## src/rtl/mc_ctrl.sv

```systemverilog
// mc_ctrl: multi-cycle MIPS control FSM.
// Sequences fetch/decode/execute/memory/writeback for addu, subu, ori, lw,
// sw, beq and j, and drives the shared datapath and unified memory port.
module mc_ctrl (
  input  logic       clk,
  input  logic       rst_n,
  input  logic [5:0] op,
  input  logic [5:0] funct,
  input  logic       zero,
  input  logic       mem_ready,
  output logic       mem_req,
  output logic       mem_sel,
  output logic       mem_we,
  output logic       ir_we,
  output logic       pc_we,
  output logic [1:0] pc_src,
  output logic       alu_src_a,
  output logic [1:0] alu_src_b,
  output logic       ext_op,
  output logic [1:0] alu_op,
  output logic       reg_we,
  output logic       reg_dst,
  output logic       mem_to_reg,
  output logic       instr_done,
  output logic       illegal
);

  typedef enum logic [3:0] {
    FETCH, DECODE, EXEC_R, WB_R, EXEC_ORI, WB_I, MEM_ADDR,
    MEM_RD, MEM_WB, MEM_WR, BRANCH, JUMP, TRAP
  } state_t;

  localparam logic [5:0] OP_RTYPE = 6'h00;
  localparam logic [5:0] OP_ORI   = 6'h0D;
  localparam logic [5:0] OP_LW    = 6'h23;
  localparam logic [5:0] OP_SW    = 6'h2B;
  localparam logic [5:0] OP_BEQ   = 6'h04;
  localparam logic [5:0] OP_J     = 6'h02;
  localparam logic [5:0] FN_ADDU  = 6'h21;
  localparam logic [5:0] FN_SUBU  = 6'h23;

  state_t state;

  // State register; TRAP is left only through reset.
  always_ff @(posedge clk or negedge rst_n) begin
    if (!rst_n) begin
      state <= FETCH;
    end else begin
      case (state)
        FETCH:    if (mem_ready) state <= DECODE;
        DECODE: begin
          case (op)
            OP_RTYPE: state <= (funct == FN_ADDU || funct == FN_SUBU) ? EXEC_R : TRAP;
            OP_ORI:   state <= EXEC_ORI;
            OP_LW,
            OP_SW:    state <= MEM_ADDR;
            OP_BEQ:   state <= BRANCH;
            OP_J:     state <= JUMP;
            default:  state <= TRAP;
          endcase
        end
        EXEC_R:   state <= WB_R;
        WB_R:     state <= FETCH;
        EXEC_ORI: state <= WB_I;
        WB_I:     state <= FETCH;
        MEM_ADDR: state <= (op == OP_LW) ? MEM_RD : MEM_WR;
        MEM_RD:   if (mem_ready) state <= MEM_WB;
        MEM_WB:   state <= FETCH;
        MEM_WR:   if (mem_ready) state <= FETCH;
        BRANCH:   state <= FETCH;
        JUMP:     state <= FETCH;
        TRAP:     state <= TRAP;
        default:  state <= FETCH;
      endcase
    end
  end

  // Output decode of state; everything is held low while reset is asserted
  // so an aborted instruction cannot issue a partial write.
  always_comb begin
    mem_req    = 1'b0;
    mem_sel    = 1'b0;
    mem_we     = 1'b0;
    ir_we      = 1'b0;
    pc_we      = 1'b0;
    pc_src     = 2'b00;
    alu_src_a  = 1'b0;
    alu_src_b  = 2'b00;
    ext_op     = 1'b0;
    alu_op     = 2'b00;
    reg_we     = 1'b0;
    reg_dst    = 1'b0;
    mem_to_reg = 1'b0;
    instr_done = 1'b0;
    illegal    = 1'b0;
    if (rst_n) begin
      case (state)
        FETCH: begin
          mem_req   = 1'b1;
          alu_src_b = 2'b01;
          ir_we     = mem_ready;
          pc_we     = mem_ready;
        end
        DECODE: begin
          alu_src_b = 2'b11;
          ext_op    = 1'b1;
        end
        EXEC_R: begin
          alu_src_a = 1'b1;
          alu_op    = (funct == FN_SUBU) ? 2'b01 : 2'b00;
        end
        WB_R: begin
          reg_we     = 1'b1;
          reg_dst    = 1'b1;
          instr_done = 1'b1;
        end
        EXEC_ORI: begin
          alu_src_a = 1'b1;
          alu_src_b = 2'b10;
          alu_op    = 2'b10;
        end
        WB_I: begin
          reg_we     = 1'b1;
          instr_done = 1'b1;
        end
        MEM_ADDR: begin
          alu_src_a = 1'b1;
          alu_src_b = 2'b10;
          ext_op    = 1'b1;
        end
        MEM_RD: begin
          mem_req = 1'b1;
          mem_sel = 1'b1;
        end
        MEM_WB: begin
          reg_we     = 1'b1;
          mem_to_reg = 1'b1;
          instr_done = 1'b1;
        end
        MEM_WR: begin
          mem_req    = 1'b1;
          mem_sel    = 1'b1;
          mem_we     = 1'b1;
          instr_done = mem_ready;
        end
        BRANCH: begin
          alu_src_a  = 1'b1;
          alu_op     = 2'b01;
          pc_src     = 2'b01;
          pc_we      = zero;
          instr_done = 1'b1;
        end
        JUMP: begin
          pc_src     = 2'b10;
          pc_we      = 1'b1;
          instr_done = 1'b1;
        end
        TRAP:    illegal = 1'b1;
        default: ;
      endcase
    end
  end

endmodule

```

## config.mk

```make
export PLATFORM = sky130hd
export DESIGN_NAME = mc_ctrl
export DESIGN_NICKNAME = d
export VERILOG_FILES = /design/src/rtl/mc_ctrl.sv
export SDC_FILE = /design/constraint.sdc
export NUM_CORES = 1
export LEC_CHECK = 0
export CAP_MARGIN = 40
export CORE_UTILIZATION = 32
export DETAILED_ROUTE_END_ITERATION = 16
export SETUP_SLACK_MARGIN = 0.15
export SYNTH_ARGS = -nofsm -noshare
export SYNTH_HDL_FRONTEND = slang
export SYNTH_SLANG_ARGS = --single-unit
export TNS_END_PERCENT = 30
```

## constraint.sdc

```tcl
create_clock -name clk -period 1.5 [get_ports clk]
set_input_delay 0.225 -clock clk [delete_from_list [all_inputs] [get_ports clk]]
set_output_delay 0.225 -clock clk [all_outputs]
set_load 0.05 [all_outputs]
```

==> impl_metrics.py, run 1 <==
metrics = {
    "yosys": {
        "count_of_yosys_warnings_during_synthesis": 0,
        "synth_most_common_cell": "nand2_1",
        "avgSynthCellArea_um2": 6.63,
        "synthCells": 111,
        "share_of_the_synthesized_area_in_the_top_cell_type": 0.136,
        "yosysSeqAreaShare": 0.136,
        "synth-edff-count": 0,
        "synth_area_um2": 736,
        "synth_cell_types": 39,
        "postSynthRegisterBits": 4,
        "synth_fp_nets": 127,
        "post_synth_arst_share": 1.00,
        "yosys_most_used_dff": "dfrtp_1",
        "post_synth_most_frequent_cells": "nand2_1, nor2_1, a21oi_1, nor2b_1",
        "netlist.top_cell.by_area": "dfrtp_1",
        "post_synth_main_area_contributors": "dfrtp_1, nand2_1, nor2b_1",
    },
    "placed_design": {
        "buffer_ports.inserted": 33,
        "placed_area_um2": 1730,
        "globalplace.congestion": 0.852,
        "dp_hpwl_um": 2670,
    },
    "outcome": {
        "stop_stage": "global routing",
        "tool.error": "[ERROR DPL-0038] Utilization greater than 100%, impossible to legalize",
        "status": "aborted with a tool error",
    },
    "floorplan": {
        "number_of_i_o_pins": 34,
        "start_util": 0.357,
        "floorplan.die.height_um": 50.0,
        "floorplan.rows": 16,
        "dieWidth_um": 50.0,
    },
    "clocking": {
        "clock_tree.root_cell": "clkbuf_4",
        "max-clock-path-buffers": 2,
        "clock_sink_count": 4,
        "post_cts_hold_buffer_count": 0,
        "cts-buffers-inserted": 3,
        "cts-htree-levels": 1,
    },
    "global_routing": {
        "largest_net_degree_at_the_start_of_global_routing": 11,
    },
    "sta": {
        "grt-worst-endpoint": "mem_sel",
        "worstEndpointType": "primary output",
    },
}
cells by family after synthesis:
family	count (synthesis)	synth area share
and+or+nand+nor	64	0.490
buffers and inverters	11	0.0884
AOI/OAI and AO/OA	30	0.260
xor gates and xnor gates	1	0.0119
DFF	4	0.136
muxes	1	0.0136
metrics by stage:
stage,setup TNS (ns),std cells,setup WS [ns]
3_5_place_dp,-3.08,204,-0.396
4_1_cts,-3.23,219,-0.245
3_3_place_gp,-2.36,204,-0.300
2_1_floorplan,-0.171,111,-0.0554
what timing repair did:
action | CTS
setup endpoints to repair | 22
endpoints found under the hold margin | 0
pin swaps | 18
buffers inserted | 12
resized for setup | 43
==> run 2, diff against run 1 <==
--- a/config.mk
+++ b/config.mk
@@ -6,9 +6,9 @@
 export NUM_CORES = 1
 export LEC_CHECK = 0
 export CAP_MARGIN = 40
-export CORE_UTILIZATION = 32
+export CORE_UTILIZATION = 20
 export DETAILED_ROUTE_END_ITERATION = 16
-export SETUP_SLACK_MARGIN = 0.15
+export PLACE_DENSITY_LB_ADDON = 0.15
 export SYNTH_ARGS = -nofsm -noshare
 export SYNTH_HDL_FRONTEND = slang
 export SYNTH_SLANG_ARGS = --single-unit
==> impl_metrics.py, run 2 <==
metrics = {
    "cells_and_area": {
        "num_antenna_cells": 0,
        "seqCellArea_um2": 104,
        "post_route_cells_drive_above_1_share": 0.608,
        "final_cell_area_um2": 1920,
        "stdcell_count": 227,
        "nFillCells": 313,
        "finalCoreUtilization": 0.557,
        "flow.area_growth_from_synthesis_pct": 161,
        "num-nets-final": 199,
        "final_common_cell": "buf_4",
        "registers.top_by_ff_count": "state",
        "mostFrequentLayoutCells": "buf_4, buf_12, nand2_1",
        "multi_input_area_um2": 813,
        "biggestRegsByFlops": "state (4)",
        "number_of_flip_flops_under_the_largest_register_name": 4,
    },
    "power": {
        "p_leak_nw": 0.815,
        "power.ir.vdd_worst_mv": 0.497,
        "p_per_area_nw_per_um2": 1450,
    },
    "yosys": {
        "share_of_the_synthesized_area_in_the_top_cell_type": 0.136,
        "synth_fp_nets": 127,
        "post_synth_arst_share": 1.00,
        "count_of_yosys_warnings_during_synthesis": 0,
        "yosysSeqAreaShare": 0.136,
        "synth-edff-count": 0,
        "synth_cell_types": 39,
        "synth.mux.area_fraction": 0.0136,
        "avgSynthCellArea_um2": 6.63,
        "synthAdderAreaFrac": 0,
        "synth-xor-area-share": 0.0119,
        "post_synth_main_area_contributors": "dfrtp_1, nand2_1, nor2b_1",
        "synth_most_common_cell": "nand2_1",
        "synth_area_um2": 736,
        "yosys_most_used_dff": "dfrtp_1",
        "netlist.top_cell.by_area": "dfrtp_1",
        "postSynthRegisterBits": 4,
        "largest_family_of_logic_cells_by_synthesized_area": "simple AND/OR/NAND/NOR gates",
        "complex_gate_fraction_of_the_synthesized_area": 0.260,
        "synth-simple-area-share": 0.490,
        "post_synth_most_frequent_cells": "nand2_1, nor2_1, a21oi_1, nor2b_1",
        "synthCells": 111,
    },
    "floorplan": {
        "fp.dieArea_um2": 3930,
        "floorplan.die.height_um": 62.7,
        "start_util": 0.214,
        "number_of_i_o_pins": 34,
        "dieWidth_um": 62.7,
        "floorplan.rows": 21,
        "placeableCoreArea_um2": 3440,
    },
    "global_routing": {
        "globalRouteOverflowTotal": 0,
        "grt_pass1_vias": 1114,
        "grt_pass1_wl_um": 4890,
        "antenna_found_initial": 0,
        "largest_net_degree_at_the_start_of_global_routing": 18,
        "global_route.usage.total": 0.152,
    },
    "placed_design": {
        "globalplace.congestion": 0.861,
        "dp_hpwl_um": 2180,
        "buffer_ports.inserted": 33,
        "dpl.cell_count": 214,
        "placed_area_um2": 1630,
    },
    "worst_setup_path": {
        "critical_path.endpoint_type": "output pin",
        "critical_path.max_fanout": 7,
        "cp_data_arrival_time_ns": 1.47,
        "timing.critical_path.required_ns": 1.27,
        "timing.setup.critical_path_class": "flip-flop to output pin",
        "crit_path_start_kind": "flip-flop",
    },
    "route": {
        "postRouteAntennaNets": 0,
        "via_per_inst": 4.72,
        "route.detailed.drc": 0,
        "initialDrtViolationCount": 12,
        "routed_wirelength_um": 2880,
        "detailroute.via_count": 1072,
        "drt-pass1-iter-count": 3,
        "wl_per_instance_um": 12.7,
    },
    "sta": {
        "final.setup.tns_ns": -2.09,
        "grt_setup_unrepaired": "true",
        "post-route-min-period_ns": 1.69,
        "worst_slew_margin_rel": 0.752,
        "worst_clock_skew_ns": 0.00225,
        "worst_pin_slew_ns": 0.372,
        "fmaxAchievable_mhz": 591,
        "slew_viol_final": 0,
        "report.final.setup_viol": 19,
        "finalCritPeriodShare": 1.13,
        "report.final.hold_viol_count": 0,
        "hold-worst-slack_ns": 0.322,
        "min_setup_slack_post_route_ns": -0.193,
    },
    "clocking": {
        "cts-htree-levels": 1,
        "clk_latency_ns": 0.21,
        "cts_tree": "yes",
        "max-clock-path-buffers": 2,
        "cts-buffers-inserted": 3,
        "clock_tree.root_cell": "clkbuf_8",
        "cts.clk_slew.worst_paths_ns": 0.03,
        "clock_sink_count": 4,
    },
    "hold_path": {
        "hp-class": "primary input to asynchronous set/reset pin",
    },
    "outcome": {
        "violated_checks": "negative setup slack",
        "status": "complete, but fails checks",
    },
    "flow_run": {
        "max_cap_viol_count": 0,
    },
}
-- run 2: metrics by stage --
step	setup slack, ns	power (mW)
2_1_floorplan	-0.129	1.26
3_3_place_gp	-0.307	2.13
3_5_place_dp	-0.313	2.15
4_1_cts	-0.195	2.61
5_1_grt	-0.254	2.95
6_report	-0.193	2.79
-- run 2: layout make-up --
cell class              instances  area share
multi-input cells              96       0.424
flip-flops and latches          4      0.0542
repair buffers                 77       0.461
well taps                      46      0.0300
inverters                       1     0.00849
clock buffers                   3      0.0215
-- run 2: kinds of logic after synthesis --
| family | Yosys count |
|---|---|
| multiplexers | 1 |
| XOR/XNOR | 1 |
| AO/OA/AOI/OAI | 30 |
| buffers and inverters | 11 |
| AND/OR/NAND/NOR | 64 |
| flip-flops | 4 |
-- run 2: final timing paths --
kind                            startpoint        to  slack, ns  depth (start not counted)
worst min register to register    state[1]  state[1]       0.73                          3
max in group asynchronous            rst_n  state[2]       1.06                          2
worst max register to register    state[0]  state[3]      -0.12                          7
worst min-delay path                 rst_n  state[0]       0.32                          2
worst max-delay path              state[3]    reg_we      -0.19                          4
min in group clk                     op[0]  state[1]       0.55                          3
-- run 2: power breakdown --
group	total, mW	leakage (nW)	switching (mW)	internal [mW]
clock network	0.221	0.0216	0.0508	0.171
logic	2.31	0.746	1.14	1.17
registers	0.254	0.0480	0.102	0.152
-- run 2: metal layers --
metal  wire [um]  share of wire  track usage
met4          19         0.0066       0.0465
met3          86          0.030       0.0128
met2        1530           0.53        0.280
met5           0              0            0
met1        1250           0.43        0.184
-- run 2: timing repair --
item,4_1_cts,5_1_grt
setup buffers,7,3
pin swaps,14,6
hold buffers,0,0
gates resized for setup,39,16
setup endpoints to repair,20,22
-- run 2: worst max-delay path: stages, from the launching register on --
cell	delay, ns
dfrtp_2	0.46
buf_4	0.17
o32ai_1	0.27
and2_1	0.21
buf_12	0.14
No activity file was read; power rests on OpenSTA's default activity.
